**config.mk**
```make
export PLATFORM = sky130hd
export DESIGN_NAME = mips_ctrl_decoder
export DESIGN_NICKNAME = d
export VERILOG_FILES = /design/src/rtl/mips_ctrl_decoder.sv
export SDC_FILE = /design/constraint.sdc
export NUM_CORES = 1
export LEC_CHECK = 0
export ABC_AREA = 1
export CORE_MARGIN = 1.5
export CORE_UTILIZATION = 48
export DETAILED_ROUTE_END_ITERATION = 16
export PLACE_DENSITY = 0.83
export SLEW_MARGIN = 40
export SYNTH_ARGS = -nofsm -noshare
export SYNTH_HDL_FRONTEND = slang
export SYNTH_SLANG_ARGS = --single-unit
```
**constraint.sdc**
```tcl
create_clock -name clk -period 0.8 [get_ports clk]
set_input_delay 0.16 -clock clk [delete_from_list [all_inputs] [get_ports clk]]
set_output_delay 0.16 -clock clk [all_outputs]
set_load 0.05 [all_outputs]
```
**src/rtl/mips_ctrl_decoder.sv**
```systemverilog
// rtl/mips_ctrl_decoder.sv - registered MIPS main control and ALU-op decoder
// Optional out_Illegal flag for unsupported encodings under `define CTRL_ILLEGAL_FLAG_EN.
module mips_ctrl_decoder (
  input  logic       clk,
  input  logic       rst_n,
  input  logic [5:0] Op,
  input  logic [5:0] Func,
  output logic       out_MemWrite,
  output logic       out_RegWrite,
  output logic       out_MemToReg,
  output logic       out_ExtendType,
  output logic       out_AluSrc,
  output logic       out_RegDst,
  output logic       out_Branch,
  output logic       out_Shift_16bit,
  output logic       out_JL,
  output logic       out_Halfword,
  output logic       out_Byte,
  output logic       out_J,
  output logic       out_Jr,
  output logic [3:0] out_ALU_Ctr
`ifdef CTRL_ILLEGAL_FLAG_EN
  ,
  output logic       out_Illegal
`endif
);

  localparam logic [3:0] ALU_ADD  = 4'b0000;
  localparam logic [3:0] ALU_SUB  = 4'b0001;
  localparam logic [3:0] ALU_AND  = 4'b0010;
  localparam logic [3:0] ALU_OR   = 4'b0011;
  localparam logic [3:0] ALU_XOR  = 4'b0100;
  localparam logic [3:0] ALU_NOR  = 4'b0101;
  localparam logic [3:0] ALU_SLT  = 4'b0110;
  localparam logic [3:0] ALU_SLTU = 4'b0111;
  localparam logic [3:0] ALU_SLL  = 4'b1000;
  localparam logic [3:0] ALU_SRL  = 4'b1001;
  localparam logic [3:0] ALU_SRA  = 4'b1010;

  logic       mem_write, reg_write, mem_to_reg, extend_type, alu_src, reg_dst;
  logic       branch, shift_16, jl, halfword, byte_acc, jump, jump_reg, illegal;
  logic [3:0] alu_ctr;

  always_comb begin
    mem_write   = 1'b0;
    reg_write   = 1'b0;
    mem_to_reg  = 1'b0;
    extend_type = 1'b0;
    alu_src     = 1'b0;
    reg_dst     = 1'b0;
    branch      = 1'b0;
    shift_16    = 1'b0;
    jl          = 1'b0;
    halfword    = 1'b0;
    byte_acc    = 1'b0;
    jump        = 1'b0;
    jump_reg    = 1'b0;
    illegal     = 1'b0;
    alu_ctr     = ALU_ADD;
    case (Op)
      6'b000000: begin
        reg_write = 1'b1;
        reg_dst   = 1'b1;
        case (Func)
          6'b100000, 6'b100001: alu_ctr = ALU_ADD;
          6'b100010, 6'b100011: alu_ctr = ALU_SUB;
          6'b100100: alu_ctr = ALU_AND;
          6'b100101: alu_ctr = ALU_OR;
          6'b100110: alu_ctr = ALU_XOR;
          6'b100111: alu_ctr = ALU_NOR;
          6'b101010: alu_ctr = ALU_SLT;
          6'b101011: alu_ctr = ALU_SLTU;
          6'b000000: alu_ctr = ALU_SLL;
          6'b000010: alu_ctr = ALU_SRL;
          6'b000011: alu_ctr = ALU_SRA;
          6'b001000: begin
            reg_write = 1'b0;
            reg_dst   = 1'b0;
            jump_reg  = 1'b1;
          end
          default: begin
            reg_write = 1'b0;
            reg_dst   = 1'b0;
            illegal   = 1'b1;
          end
        endcase
      end
      6'b001000, 6'b001001: begin reg_write = 1'b1; alu_src = 1'b1; extend_type = 1'b1; end
      6'b001010: begin reg_write = 1'b1; alu_src = 1'b1; extend_type = 1'b1; alu_ctr = ALU_SLT; end
      6'b001011: begin reg_write = 1'b1; alu_src = 1'b1; extend_type = 1'b1; alu_ctr = ALU_SLTU; end
      6'b001100: begin reg_write = 1'b1; alu_src = 1'b1; alu_ctr = ALU_AND; end
      6'b001101: begin reg_write = 1'b1; alu_src = 1'b1; alu_ctr = ALU_OR; end
      6'b001110: begin reg_write = 1'b1; alu_src = 1'b1; alu_ctr = ALU_XOR; end
      6'b001111: begin reg_write = 1'b1; alu_src = 1'b1; shift_16 = 1'b1; end
      // Loads and stores share address generation: sign-extended offset plus base.
      6'b100011, 6'b100001, 6'b100000: begin
        reg_write   = 1'b1;
        alu_src     = 1'b1;
        mem_to_reg  = 1'b1;
        extend_type = 1'b1;
        halfword    = (Op == 6'b100001);
        byte_acc    = (Op == 6'b100000);
      end
      6'b101011, 6'b101001, 6'b101000: begin
        mem_write   = 1'b1;
        alu_src     = 1'b1;
        extend_type = 1'b1;
        halfword    = (Op == 6'b101001);
        byte_acc    = (Op == 6'b101000);
      end
      6'b000100: begin branch = 1'b1; extend_type = 1'b1; alu_ctr = ALU_SUB; end
      6'b000010: jump = 1'b1;
      6'b000011: begin jump = 1'b1; jl = 1'b1; reg_write = 1'b1; end
      default: illegal = 1'b1;
    endcase
  end

  always_ff @(posedge clk or negedge rst_n) begin
    if (!rst_n) begin
      out_MemWrite    <= 1'b0;
      out_RegWrite    <= 1'b0;
      out_MemToReg    <= 1'b0;
      out_ExtendType  <= 1'b0;
      out_AluSrc      <= 1'b0;
      out_RegDst      <= 1'b0;
      out_Branch      <= 1'b0;
      out_Shift_16bit <= 1'b0;
      out_JL          <= 1'b0;
      out_Halfword    <= 1'b0;
      out_Byte        <= 1'b0;
      out_J           <= 1'b0;
      out_Jr          <= 1'b0;
      out_ALU_Ctr     <= 4'b0000;
    end else begin
      out_MemWrite    <= mem_write;
      out_RegWrite    <= reg_write;
      out_MemToReg    <= mem_to_reg;
      out_ExtendType  <= extend_type;
      out_AluSrc      <= alu_src;
      out_RegDst      <= reg_dst;
      out_Branch      <= branch;
      out_Shift_16bit <= shift_16;
      out_JL          <= jl;
      out_Halfword    <= halfword;
      out_Byte        <= byte_acc;
      out_J           <= jump;
      out_Jr          <= jump_reg;
      out_ALU_Ctr     <= alu_ctr;
    end
  end

`ifdef CTRL_ILLEGAL_FLAG_EN
  always_ff @(posedge clk or negedge rst_n) begin
    if (!rst_n) out_Illegal <= 1'b0;
    else        out_Illegal <= illegal;
  end
`else
  logic unused_illegal;
  assign unused_illegal = illegal;
`endif

endmodule

```
==> results of run 1 <==
cell usage after synthesis:
| cell | number | area [um2] |
|---|---|---|
| o21ai_0 | 4 | 20.02 |
| nor2_4 | 5 | 56.30 |
| and3_1 | 1 | 6.260 |
| inv_2 | 3 | 11.26 |
| nand4_1 | 4 | 25.02 |
| nand3_2 | 3 | 30.03 |
| nand2_1 | 25 | 93.84 |
| nor4_1 | 1 | 6.260 |
| nor3_2 | 1 | 10.01 |
| nor3_1 | 2 | 10.01 |
| nor2_1 | 14 | 52.55 |
| dfrtp_1 | 17 | 425.4 |
| nor2_2 | 1 | 6.260 |
| o21bai_1 | 1 | 7.510 |
| clkinv_1 | 1 | 3.750 |
| nand2_2 | 1 | 6.260 |
| a31oi_1 | 1 | 6.260 |
| nand3_1 | 24 | 120.1 |
| inv_1 | 18 | 67.56 |
repair_timing:
action | 4_1_cts
resized for setup | 63
pin swaps | 14
buffers inserted | 8
endpoints found under the setup margin | 34
hold endpoints to repair | 0
kinds of logic after synthesis:
logic type             Yosys count  synth area share, %
AOI/OAI and AO/OA                6                3.503
buffers and inverters           22                8.559
DFF                             17                44.10
and+or+nand+nor                 82                43.84
per-stage QoR:
| step | instances | util [%] | hold slack [ns] | TNS (ns) | cell area (um2) |
|---|---|---|---|---|---|
| 3_5_place_dp | 205 | 85.87 | 0.5292 | -11.83 | 1650 |
| 4_1_cts | 217 | 92.32 | 0.1185 | -3.930 | 1774 |
| 2_1_floorplan | 127 | - | -0.1356 | 0 | 975.9 |
| 3_3_place_gp | 205 | 85.87 | 0.5124 | -10.15 | 1650 |
==> reports/qor.txt, run 1 <==
H-tree lvl count = 1
Sink Count = 17
outcome = did not finish
CTS Buf Count = 3
clock buffer depth = 2
clock root cell = clkbuf_4
Die Width = 47.83 um
register area share after synthesis = 44.10%
largest net degree at the start of global routing = 18
GPL Wtd Cong = 0.9345
Initial Utilization = 50.20%
IO Pins = 31
Post-Syn Instances = 127
Net Count, Synth = 141
Netlist cell types = 19
worst slack at placement = -0.7889 ns
die height = 47.83 um
Post-CTS Hold Buffers = 0
Mapped Area = 964.7 um2
IO Port Bufs = 30
WEP type = primary output
GRT worst endpoint = out_AluSrc
Placement Rows = 16
post-synthesis register bit count = 17
Syn Area/Cell = 7.596 um2
Warnings, synthesis = 0
first error = [ERROR DPL-0038] Utilization greater than 100%, impossible to legalize
hpwl dp = 2678 um
stage reached = global routing (5_1_grt)
==> run 2, diff against run 1 <==
CORE_AREA = 2 2 63 65   (was default)
CORE_MARGIN = default   (was 1.5)
CORE_UTILIZATION = default   (was 48)
DIE_AREA = 0 0 65 67   (was default)
PLACE_DENSITY = default   (was 0.83)
PLACE_DENSITY_LB_ADDON = 0.15   (was default)
==> reports/qor.txt, run 2 <==
max reg flops = 4
Worst Setup End Kind = output pin
CP max stage delay = 0.40 ns
Placement Rows = 22 (was 16)
core area = 3606 um2
data arrival time of the critical path = 0.81 ns
hpwl dp = 1961 um (was 2678 um)
Overflow after GRT = 0
CP Buf/Inv Count = 1
overall power = 2.152 mW
register area share after synthesis = 44.10% (unchanged)
maximum vdd drop = 539.9 uV
Tcrit/Tclk final = 121.2%
Crit Path Class = reg -> out
commonest non-fill, non-tap cell in the layout = buf_4
final setup fails = 21
Synth area leader = dfrtp_1 (unchanged)
clock root cell = clkbuf_8 (was clkbuf_4)
PD cells = 1120 nW/um2
max-slew violation count = 0
Yosys top cell area share = 44.10% (unchanged)
CTS Buf Count = 3 (unchanged)
Initial Utilization = 26.75% (was 50.20%)
final non-filler cell total = 237
outcome = complete, but fails checks (was did not finish)
Inst Count DP = 228 (was 205)
clock-pin transition on the worst setup and hold timing paths = 0.07 ns
P&R area growth vs syn = 99.22%
first-pass detailed-route iteration total = 4
clock buffer depth = 2 (unchanged)
Routed WL = 2869 um
GPL Wtd Cong = 1.001 (was 0.9345)
initial DRC count = 22
Tot GR Track Use = 13.23%
commonest cells in the netlist = nand2_1, nand3_1, inv_1 (unchanged)
synth top area cells = dfrtp_1, nand3_1, nand2_1 (unchanged)
# diodes = 0
failing checks = setup timing
share of cells above drive strength 1 = 56.08%
Post-synth EDFFs = 0 (unchanged)
Crit path max-delay family = flip-flops
post-synthesis register bit count = 17 (unchanged)
DRC violations left = 0
Mapped Area = 964.7 um2 (unchanged)
CTS tree = done
Net Count, Synth = 141 (unchanged)
IO Port Bufs = 30 (unchanged)
Via Count = 1,076
Final nets = 204
largest register by flop count = out_ALU_Ctr
slowest CP cell = dfrtp_1
wire length per cell = 12.11 um
Async SR Flop Fraction = 100.0% (unchanged)
Switch Pwr = 0.6361 mW
Routed Antenna Nets = 0
P_int = 1.516 mW
via/cell ratio = 4.540
Flop pwr share = 42.1%
Sink Count = 17 (unchanged)
fmax = 1031 MHz
RSZ-0062 raised after global routing = true
Warnings, synthesis = 0 (unchanged)
WP data required = 0.64 ns
die height = 67 um (was 47.83 um)
worst slew pin tran = 0.2537 ns
net switching fraction of the power = 29.56%
IO Pins = 31 (unchanged)
most frequent cell after synthesis = nand2_1 (unchanged)
leakage = 0.9531 nW
relative slew slack = 83.04%
critical path startpoint category = flop
Post-Syn Instances = 127 (unchanged)
Comb pwr share = 29.3%
H-tree lvl count = 1 (unchanged)
Max Cap Violations = 0
final hold slack = 0.1819 ns
Final Util = 53.30%
first-pass GRT wire length = 4478 um
Final Hold Viols = 0
Die Width = 65 um (was 47.83 um)
clock share of power = 28.6%
worst setup margin = -0.1696 ns
largest net degree at the start of global routing = 18
highest-count cells in the layout ignoring fill and taps = buf_4, buf_12, nand2_1
Main synth FF type = dfrtp_1 (unchanged)
die area = 4355 um2
CP cell instances = buf_12
Syn Area/Cell = 7.596 um2 (unchanged)
vias in the first global route = 1,085
Post-CTS Hold Buffers = 0 (unchanged)
initial antenna violation count = 0
Netlist cell types = 19 (unchanged)
CP max FO = 1
minimum clock period = 0.9696 ns
Hold Crit Class = in -> reg
## run 2: cell counts after synthesis
No cell type changed its count.
## run 2: cell type report
| class | count | area (um2) |
|---|---|---|
| clock inverters | 1 | 5.005 |
| flip-flops and latches | 17 | 425.4 |
| inverters | 22 | 87.58 |
| multi-input cells | 88 | 610.6 |
| clock buffers | 3 | 41.29 |
| repair buffers | 58 | 691.9 |
| fillers | 322 | 1684 |
| well taps | 48 | 60.06 |
## run 2: tightest hold or removal path, cell delays in order
cell     delay (ns)
buf_12         0.09
nand3_4        0.08
inv_1          0.06
## run 2: cell families (layout without fill, tap and decap cells)
family	count (synthesis)	after routing	share of synthesized area, %
buffers and inverters	22	84	8.559
AO/OA/AOI/OAI	6	6	3.503
flip-flops	17	17	44.10
AND/OR/NAND/NOR	82	82	43.84
## run 2: stage by stage
| step | setup WS [ns] | area (um2) | TNS [ns] |
|---|---|---|---|
| floorplan | 0.0001527 | 975.9 | 0 |
| global placement | -0.7317 | 1692 | -10.97 |
| detailed placement | -0.7398 | 1692 | -10.99 |
| CTS | -0.1758 | 1802 | -2.783 |
| global route | -0.1941 | 1922 | -3.360 |
| finish | -0.1696 | 1922 | -2.757 |
## run 2: timing repair
item,in CTS,in global routing
setup buffers,4,1
resized for setup,64,46
setup endpoints to repair,34,25
pin swaps,13,21
## run 2: worst paths after layout
| path | start | end | slack (ns) | cells after the start |
|---|---|---|---|---|
| setup / recovery | out_ALU_Ctr[0]$_DFF_PN0_ | out_ALU_Ctr[0] | -0.17 | 1 |
| hold / removal | Op[2] | out_Branch$_DFF_PN0_ | 0.18 | 3 |
| max in group asynchronous | rst_n | out_Shift_16bit$_DFF_PN0_ | 0.43 | 2 |
| min in group asynchronous | rst_n | out_RegDst$_DFF_PN0_ | 0.25 | 2 |
## run 2: power groups by stage
stage	registers (mW)	logic (mW)	clock network [mW]
2_1_floorplan	0.998	0.134	0
3_3_place_gp	0.921	0.534	0
3_5_place_dp	0.922	0.537	0
4_1_cts	0.906	0.563	0.636
5_1_grt	0.907	0.673	0.679
6_report	0.906	0.631	0.616
## run 2: per-layer routing
metal	track usage (%)	wire length [um]	up-vias
li1	-	-	532
met1	15.44	1063	508
met2	23.07	1601	28
met3	1.520	123	8
met4	8.245	80	0
met5	0	0	-
Note: power is estimated with default switching activity, not from simulation.
